--- src/rtl/code_entry.sv ---
// code_entry: keypad digit collector and code comparator with failure lockout and reprogramming
module code_entry #(
  parameter int DIGITS = 4,
  parameter logic [DIGITS*4-1:0] DEFAULT_CODE = 16'h1234,
  parameter int MAX_FAIL = 3,
  parameter int LOCKOUT_CYC = 16
) (
  input  logic                  clk,
  input  logic                  reset_n,
  input  logic                  accept_en,
  input  logic                  key_valid,
  input  logic [3:0]            key_digit,
  input  logic                  key_enter,
  input  logic                  key_clear,
  input  logic                  prog_en,
  input  logic [DIGITS*4-1:0]   prog_code,
  output logic [2:0]            digit_count,
  output logic                  code_match,
  output logic                  code_mismatch,
  output logic                  busy,
  output logic                  locked_out,
  output logic [2:0]            fail_count
);
  localparam int LW = $clog2(LOCKOUT_CYC + 1);
  localparam logic [2:0] FULL = 3'(DIGITS);
  localparam logic [2:0] MAXF = 3'(MAX_FAIL);
  typedef enum logic [2:0] {IDLE, COLLECT, COMPARE, RESULT, LOCKOUT} state_t;
  state_t state;
  logic [DIGITS*4-1:0] entry, code;
  logic [LW-1:0] lock_cnt;
  logic dig_ok, hit;
  always_comb begin
    dig_ok = key_valid && key_digit <= 4'd9 && digit_count < FULL;
    hit = digit_count == FULL && entry == code;
  end
  always_ff @(posedge clk or negedge reset_n) begin
    if (!reset_n) begin
      state <= IDLE;
      entry <= '0;
      code <= DEFAULT_CODE;
      lock_cnt <= '0;
      digit_count <= '0;
      code_match <= 1'b0;
      code_mismatch <= 1'b0;
      busy <= 1'b0;
      locked_out <= 1'b0;
      fail_count <= '0;
    end else begin
      code_match <= 1'b0;
      code_mismatch <= 1'b0;
      case (state)
        IDLE, COLLECT: begin
          if (!accept_en) begin
            state <= IDLE;
            entry <= '0;
            digit_count <= '0;
            if (state == IDLE && prog_en) code <= prog_code;
          end else begin
            state <= COLLECT;
            if (key_clear) begin
              entry <= '0;
              digit_count <= '0;
            end else if (key_enter) begin
              state <= COMPARE;
              busy <= 1'b1;
            end else if (dig_ok) begin
              entry <= {entry[DIGITS*4-5:0], key_digit};
              digit_count <= digit_count + 3'd1;
            end
          end
        end
        COMPARE: begin
          state <= RESULT;
          code_match <= hit;
          code_mismatch <= !hit;
          fail_count <= hit ? 3'd0 : (fail_count >= MAXF ? MAXF : fail_count + 3'd1);
        end
        RESULT: begin
          busy <= 1'b0;
          entry <= '0;
          digit_count <= '0;
          // the increment just made in COMPARE decides whether we lock out
          if (code_mismatch && fail_count == MAXF) begin
            state <= LOCKOUT;
            locked_out <= 1'b1;
            lock_cnt <= LW'(LOCKOUT_CYC - 1);
          end else begin
            state <= COLLECT;
          end
        end
        LOCKOUT: begin
          if (lock_cnt == '0) begin
            state <= IDLE;
            locked_out <= 1'b0;
            fail_count <= '0;
          end else begin
            lock_cnt <= lock_cnt - 1'b1;
          end
        end
        default: state <= IDLE;
      endcase
    end
  end
endmodule
--- config.mk ---
export PLATFORM = sky130hd
export DESIGN_NAME = code_entry
export DESIGN_NICKNAME = d
export VERILOG_FILES = /design/src/rtl/code_entry.sv
export SDC_FILE = /design/constraint.sdc
export NUM_CORES = 1
export LEC_CHECK = 0
export ABC_AREA = 1
export CAP_MARGIN = 20
export CORE_MARGIN = 5
export CORE_UTILIZATION = 45
export CTS_CLUSTER_DIAMETER = 150
export CTS_CLUSTER_SIZE = 30
export DETAILED_ROUTE_END_ITERATION = 10
export PLACE_DENSITY = 0.74
export SLEW_MARGIN = 20
export SYNTH_ARGS = -nofsm -noshare
export SYNTH_HDL_FRONTEND = slang
export SYNTH_SLANG_ARGS = --single-unit
export TNS_END_PERCENT = 30
--- constraint.sdc ---
create_clock -name clk -period 1.5 [get_ports clk]
set_input_delay 0.3 -clock clk [delete_from_list [all_inputs] [get_ports clk]]
set_output_delay 0.3 -clock clk [all_outputs]
set_load 0.03 [all_outputs]
==> metrics, run 1 <==
layout net count 400; Slew Limit Headroom 78.7%; Worst Setup End Kind register; most frequent cell after synthesis nand2_1; flop-to-flop setup slack 0.04 ns; mean post-synth cell area 8.56 um2; Pwr Density 1490 mW/mm2; synthesis-stage register bit count 50; Worst Tran Pin Value 0.321 ns; number of buffer and inverter stages on the critical path 2; Post-Syn Area 0.00260 mm2; first-pass GRT wire length 9010 um; WL per Instance 12.2 um; Clock Tree Root clkbuf_8; largest net degree at the start of global routing 41; number of synthesized flops with an enable pin 0; Avg Vias per Cell 4.71; crit path max fanout 19; core area 0.00557 mm2; Hold Path Class in2async; synth unique cells 27; Total Power 5.15 mW; endpoints failing setup 0; FF-to-FF End entry[9]; Synth Flop Type dfrtp_1; antenna cells 0; Tcrit/Tclk final 97.3%; critical register-to-register path startpoint state[1]; Req. time, crit path 1.71 ns; CTS tree yes; share of layout cells above drive strength 1 30.4%; CTS sink count 50; ranking of synthesized cells by area dfrtp_1, nand2_1, o21ai_2; Rows 27; Combinational Power Share 40.5%; io pins 37; clock slew seen by the registers of the worst setup and hold paths 0.09 ns; buffers added on ports 36; die width 86.0 um; syn nets 337; Residual DRC 0; max-cap check violation count 0; final hold viol count 0; initial antenna violation count 0; Setup CP Type reg2reg; clk buf depth 2; CP max stage delay 0.41 ns; Seq pwr share 40.4%; Post-Synthesis Cells 304; final hold slack 0.395 ns; vias in the first global route 1954; Synth top area share 43.3%; drt pass-1 iters 4; GPL Wtd Cong 0.789; critical path's slowest cell dfrtp_1; DP HPWL 3950 um; switch share 37.0%; latest clock arrival within the worst-skew pair 0.31 ns; Worst VDD drop 702 uV; Pint 3.25 mW; setup_tns 0 ns; total CTS buffers 5; status finished clean; initial core utilization 46.7%; cell family with most CP delay simple AND/OR/NAND/NOR gates; Leak 1.67 nW; WL final 5380 um; Die Y 86.0 um; GRT Total Usage 15.4%; Place WS -0.208 ns; GRT Residual Overflow 0; warnings from Yosys 0; P_sw 1.90 mW; Arr. time, crit path 1.66 ns; area grow syn2layout 32.9%; asr flop ratio synth 100%; post-layout minimum cycle time 1.46 ns; full die area 0.00740 mm2; DRT iter0 DRCs 82; Seq/Total Area, Yosys 48.3%; most used cell, CP nor2_2; Max Fclk 685 MHz; startpoint types register; Clock Skew 0.0110 ns; Clk network pwr share 19.1%; Slew Limit Fails 0; top post-synthesis cells by count nand2_1, dfrtp_1, inv_1, nor2_1, o21ai_2; H-tree level count 2; Via Count 2073; Routed Antenna Nets 0; largest area contributor in the netlist dfrtp_1; crit-path cells inv_2, nor3_4, nor2_2, nor2_2, nand2_4, buf_12, nand2_1, o21ai_2; RSZ-0062 raised after global routing true; worst reg2reg path depth 8; Setup WS post-layout 0.0405 ns
## area by class of cell
| class | count | area [um2] |
|---|---|---|
| Timing Repair Buffer | 62 | 607 |
| Inverter | 39 | 146 |
| Tap cell | 72 | 90.1 |
| Clock inverter | 1 | 30.0 |
| Sequential cell | 50 | 1260 |
| Clock buffer | 7 | 86.3 |
| Fill cell | 487 | 2120 |
| Multi-Input combinational cell | 209 | 1240 |
## layout by cell type, fill, tap and decap left out, types with 3 or more instances in the layout
cell type         n
xnor2_1           4
nand3_2           6
nand2_2          18
dfrtp_2           3
nor2_1           31
nor2_2            5
dfstp_2           5
a21oi_1          11
buf_12            6
nand3_1           7
ha_1              3
o21ai_0           5
inv_2             3
clkbuf_8          6
buf_4            20
o21ai_2          19
dfrtp_1          42
clkdlybuf4s50_1  25
nand2_1          75
nand4_1           3
dlygate4sd2_1     7
mux2_2            7
inv_1            36
## through the flow
step / util [%] / cell area, um2 / std cells
2_1_floorplan: - / 2610 / 304
4_1_cts: 60.4 / 3360 / 437
3_5_place_dp: 58.1 / 3240 / 428
5_1_grt: 62.0 / 3460 / 440
3_3_place_gp: 58.1 / 3240 / 428
6_report: 62.0 / 3460 / 440
## sequential cells by signal (all words and copies together) (netlist names)
register / flops
busy: 1
code: 16
code_match: 1
code_mismatch: 1
digit_count: 3
entry: 16
fail_count: 3
lock_cnt: 5
locked_out: 1
state: 3
## how the worst max path moves through the flow
stage | start | to | cells past startpoint | slack [ns]
6_report | state[1] | entry[9] | 8 | 0.04
5_1_grt | state[1] | entry[11] | 8 | -0.07
4_1_cts | digit_count[2] | digit_count[2] | 1 | 0.0004
3_5_place_dp | key_digit[2] | entry[9] | 8 | -0.21
3_3_place_gp | key_digit[2] | entry[9] | 8 | -0.17
2_1_floorplan | fail_count[0] | fail_count[1] | 8 | 0.008
## worst register-to-register path: cells and delay by family (launching register included)
kind / cells / cell delay [ns]
compound gates: 1 / 0.05
flops: 1 / 0.41
simple gates: 5 / 0.66
buf+inv: 2 / 0.25
## metal layers
metal | GRT usage, % | share of wire [%] | vias to the layer above
li1 | - | - | 1080
met1 | 21.5 | 48 | 949
met2 | 23.7 | 47 | 34
met3 | 3.17 | 3.0 | 10
met4 | 5.18 | 1.4 | 0
met5 | 0 | 0 | -
## repair_timing
item	4_1_cts	5_1_grt
pin swaps	0	9
hold buffers	1	0
buffers inserted	0	3
resized for setup	13	25
setup endpoints to repair	15	32
endpoints found under the hold margin	8	0
## logic make-up (layout without fill, tap and decap cells)
group                    Yosys count  after routing  synth area share (%)
AO/OA/AOI/OAI                     38             38                  10.1
XOR/XNOR                           4              4                  1.35
adder cells (fa/ha/maj)            6              6                  2.89
buffers and inverters             45            109                  7.55
flip-flops                        50             50                  48.3
multiplexers                       7              7                  3.03
AND/OR/NAND/NOR                  154            154                  26.7
## power groups by stage
stage	combinational [mW]	sequential (mW)	clock, mW
2_1_floorplan	1.18	2.18	0
3_3_place_gp	1.91	2.10	0
3_5_place_dp	1.97	2.10	0
4_1_cts	1.94	2.08	1.02
5_1_grt	2.35	2.14	1.06
6_report	2.09	2.08	0.986
(Power assumes the default switching activity.)
==> run 2: changes to the inputs <==
--- a/config.mk
+++ b/config.mk
@@ -12,7 +12,7 @@
 export CTS_CLUSTER_DIAMETER = 150
 export CTS_CLUSTER_SIZE = 30
 export DETAILED_ROUTE_END_ITERATION = 10
-export PLACE_DENSITY = 0.74
+export PLACE_DENSITY_LB_ADDON = 0.25
 export SLEW_MARGIN = 20
 export SYNTH_ARGS = -nofsm -noshare
 export SYNTH_HDL_FRONTEND = slang
==> run 2 against run 1 <==
Against the previous run: combinational power up 3%; final area rose by 0.62%; sequential cell count did not move; critical path depth did not move; largest cell class unchanged.
==> metrics, run 2 (synthesis gave the netlist of run 1 again) <==
Req. time, crit path 1.74 ns (+0.03 ns); WL final 5590 um (+3.8%); io pins 37 (unchanged); final core utilization 62.4% (+0.38 points); cell family with most CP delay simple AND/OR/NAND/NOR gates; WL per Instance 12.6 um (+3.3%); status finished clean; Die Y 86.0 um (unchanged); post-layout minimum cycle time 1.46 ns (+0.00358 ns); share of layout cells above drive strength 1 31.9% (+1.5 points); die width 86.0 um (unchanged); Worst VDD drop 681 uV (-3.1%); Worst Tran Pin Value 0.309 ns (-0.0122 ns); crit-path cells nor2_4, nand2_1, nor2_1, o21ai_2, nand2_4, buf_12, nand2_2, o21ai_2; FF-to-FF End entry[10]; Leak 1.68 nW (+0.53%); latest clock arrival within the worst-skew pair 0.31 ns (about the same); critical path's slowest cell dfrtp_2; P_sw 1.94 mW (+1.7%); DRT iter0 DRCs 111 (+35%); Via Count 2127 (+2.6%); Setup WS post-layout 0.0369 ns (-0.00358 ns); DP HPWL 3940 um (-0.22%); Pwr Density 1450 mW/mm2 (-2.5%); endpoints failing setup 0 (unchanged); Slew Limit Headroom 79.3% (+0.65 points); Arr. time, crit path 1.70 ns (+0.04 ns); Clock Skew 0.00515 ns (-0.00585 ns); first-pass GRT wire length 9090 um (+0.92%); Hold Path Class in2async; most common cell after layout, fill and taps aside nand2_1; Worst Setup End Kind register; most used cell, CP o21ai_2; Pint 3.12 mW (-4.1%); final hold slack 0.487 ns (+0.0929 ns); GPL Wtd Cong 0.784 (-0.66%); CTS sink count 50 (unchanged); Setup CP Type reg2reg; CP max stage delay 0.47 ns (+0.06 ns); most frequent cells in the layout nand2_1, dfrtp_1, inv_1; clk buf depth 2 (unchanged); layout net count 402 (+0.50%); number of buffer and inverter stages on the critical path 1 (-1); area grow syn2layout 33.7%; full die area 0.00740 mm2 (unchanged); switch share 38.3% (+1.4 points); crit path max fanout 12 (-7); worst reg2reg path depth 8 (unchanged); startpoint types register; buffers added on ports 36 (unchanged); antenna cells 0 (unchanged); max-cap check violation count 0 (unchanged); initial core utilization 46.7% (unchanged); Routed Antenna Nets 0 (unchanged); Place WS -0.224 ns (-0.0165 ns); core area 0.00557 mm2 (unchanged); critical register-to-register path startpoint state[2]; Fillers 510 (+4.7%); Seq pwr share 40.7% (+0.3 points); GRT Total Usage 15.4% (+0.048 points); Avg Vias per Cell 4.81 (+2.1%); Clock Tree Root clkbuf_8; Total Power 5.05 mW (-1.9%); GRT Residual Overflow 0 (unchanged); Combinational Power Share 42.8% (+2.3 points); largest net degree at the start of global routing 51 (+24%); Max Fclk 683 MHz (-0.24%); Residual DRC 0 (unchanged); Tcrit/Tclk final 97.5% (+0.24 points); vias in the first global route 2032 (+4.0%); Top Registers code: 16 flops, entry: 16 flops, lock_cnt: 5 flops; Clk network pwr share 16.6% (-2.5 points); RSZ-0062 raised after global routing true; H-tree level count 2 (unchanged); initial antenna violation count 0 (unchanged); Rows 27 (unchanged); clock slew seen by the registers of the worst setup and hold paths 0.09 ns (about the same); CTS tree yes; flop-to-flop setup slack 0.04 ns (about the same); Slew Limit Fails 0 (unchanged); drt pass-1 iters 4 (unchanged); total CTS buffers 5 (unchanged); final hold viol count 0 (unchanged)
==> run 2: cell types whose count changed in the layout (fill, tap and decap cells not counted), moves of 2 or more <==
cell           previous run  this run
nand2_1                  75        72
ha_1                      3         5
clkbuf_2                  2         0
dlygate4sd2_1             7         9
ha_4                      2         0
nor2_4                    1         3
nand2_2                  18        21
==> run 2: how the worst max path moves through the flow <==
stage	slack, ns	startpoint	cells past startpoint	end
floorplan	0.008	fail_count[0]	8	fail_count[1]
global placement	-0.15	key_digit[2]	8	entry[11]
detailed placement	-0.22	key_digit[2]	8	entry[11]
CTS	-0.003	digit_count[0]	9	fail_count[0]
global route	-0.05	digit_count[1]	9	fail_count[1]
finish	0.04	state[2]	8	entry[10]
==> run 2: per-layer routing <==
layer / part of all wire (%) / track usage (%) / vias up
met3: 3.7 / 3.55 / 6
met4: 1.1 / 4.32 / 0
met5: 0 / 0 / -
met2: 50 / 26.4 / 30
met1: 45 / 19.4 / 1010
li1: - / - / 1081
==> run 2: worst reg2reg max path, cell delays in order, from the launching register on <==
cell and delay, ns:
dfrtp_2 0.47, nor2_4 0.16, nand2_1 0.12, nor2_1 0.14, o21ai_2 0.10, nand2_4 0.13, buf_12 0.16, nand2_2 0.06
o21ai_2 0.05
==> run 2: layout make-up <==
type	instances	area, um2	area share (%)
clock buffer	6	82.6	2.37
clock inverter	2	12.5	0.360
inverter	39	146	4.21
multi-input combinational	209	1250	35.9
sequential	50	1260	36.3
tap	72	90.1	2.59
timing repair buffer	64	638	18.3
==> run 2: through the flow <==
stage	instances	area, um2	setup TNS (ns)
6_report	442	3480	0
2_1_floorplan	304	2610	0
3_5_place_dp	429	3240	-6.15
4_1_cts	438	3340	-0.00294
3_3_place_gp	429	3240	-4.62
5_1_grt	442	3480	-0.635
==> run 2: timing repair <==
item | in CTS | in global routing
pin swaps | 0 | 8
buffers inserted | 0 | 3
endpoints found under the setup margin | 17 | 27
gates cloned | 0 | 1
endpoints found under the hold margin | 45 | 0
hold buffers | 1 | 0
resized for setup | 13 | 30
==> run 2: power by group through the flow <==
stage                     Clock, mW  Sequential, mW  Combinational (mW)
final                         0.838            2.05                2.16
after global routing          0.911            2.11                2.41
after CTS                     0.855            2.05                1.96
after detailed placement          0            2.08                2.00
after global placement            0            2.07                1.94
after floorplan                   0            2.18                1.18
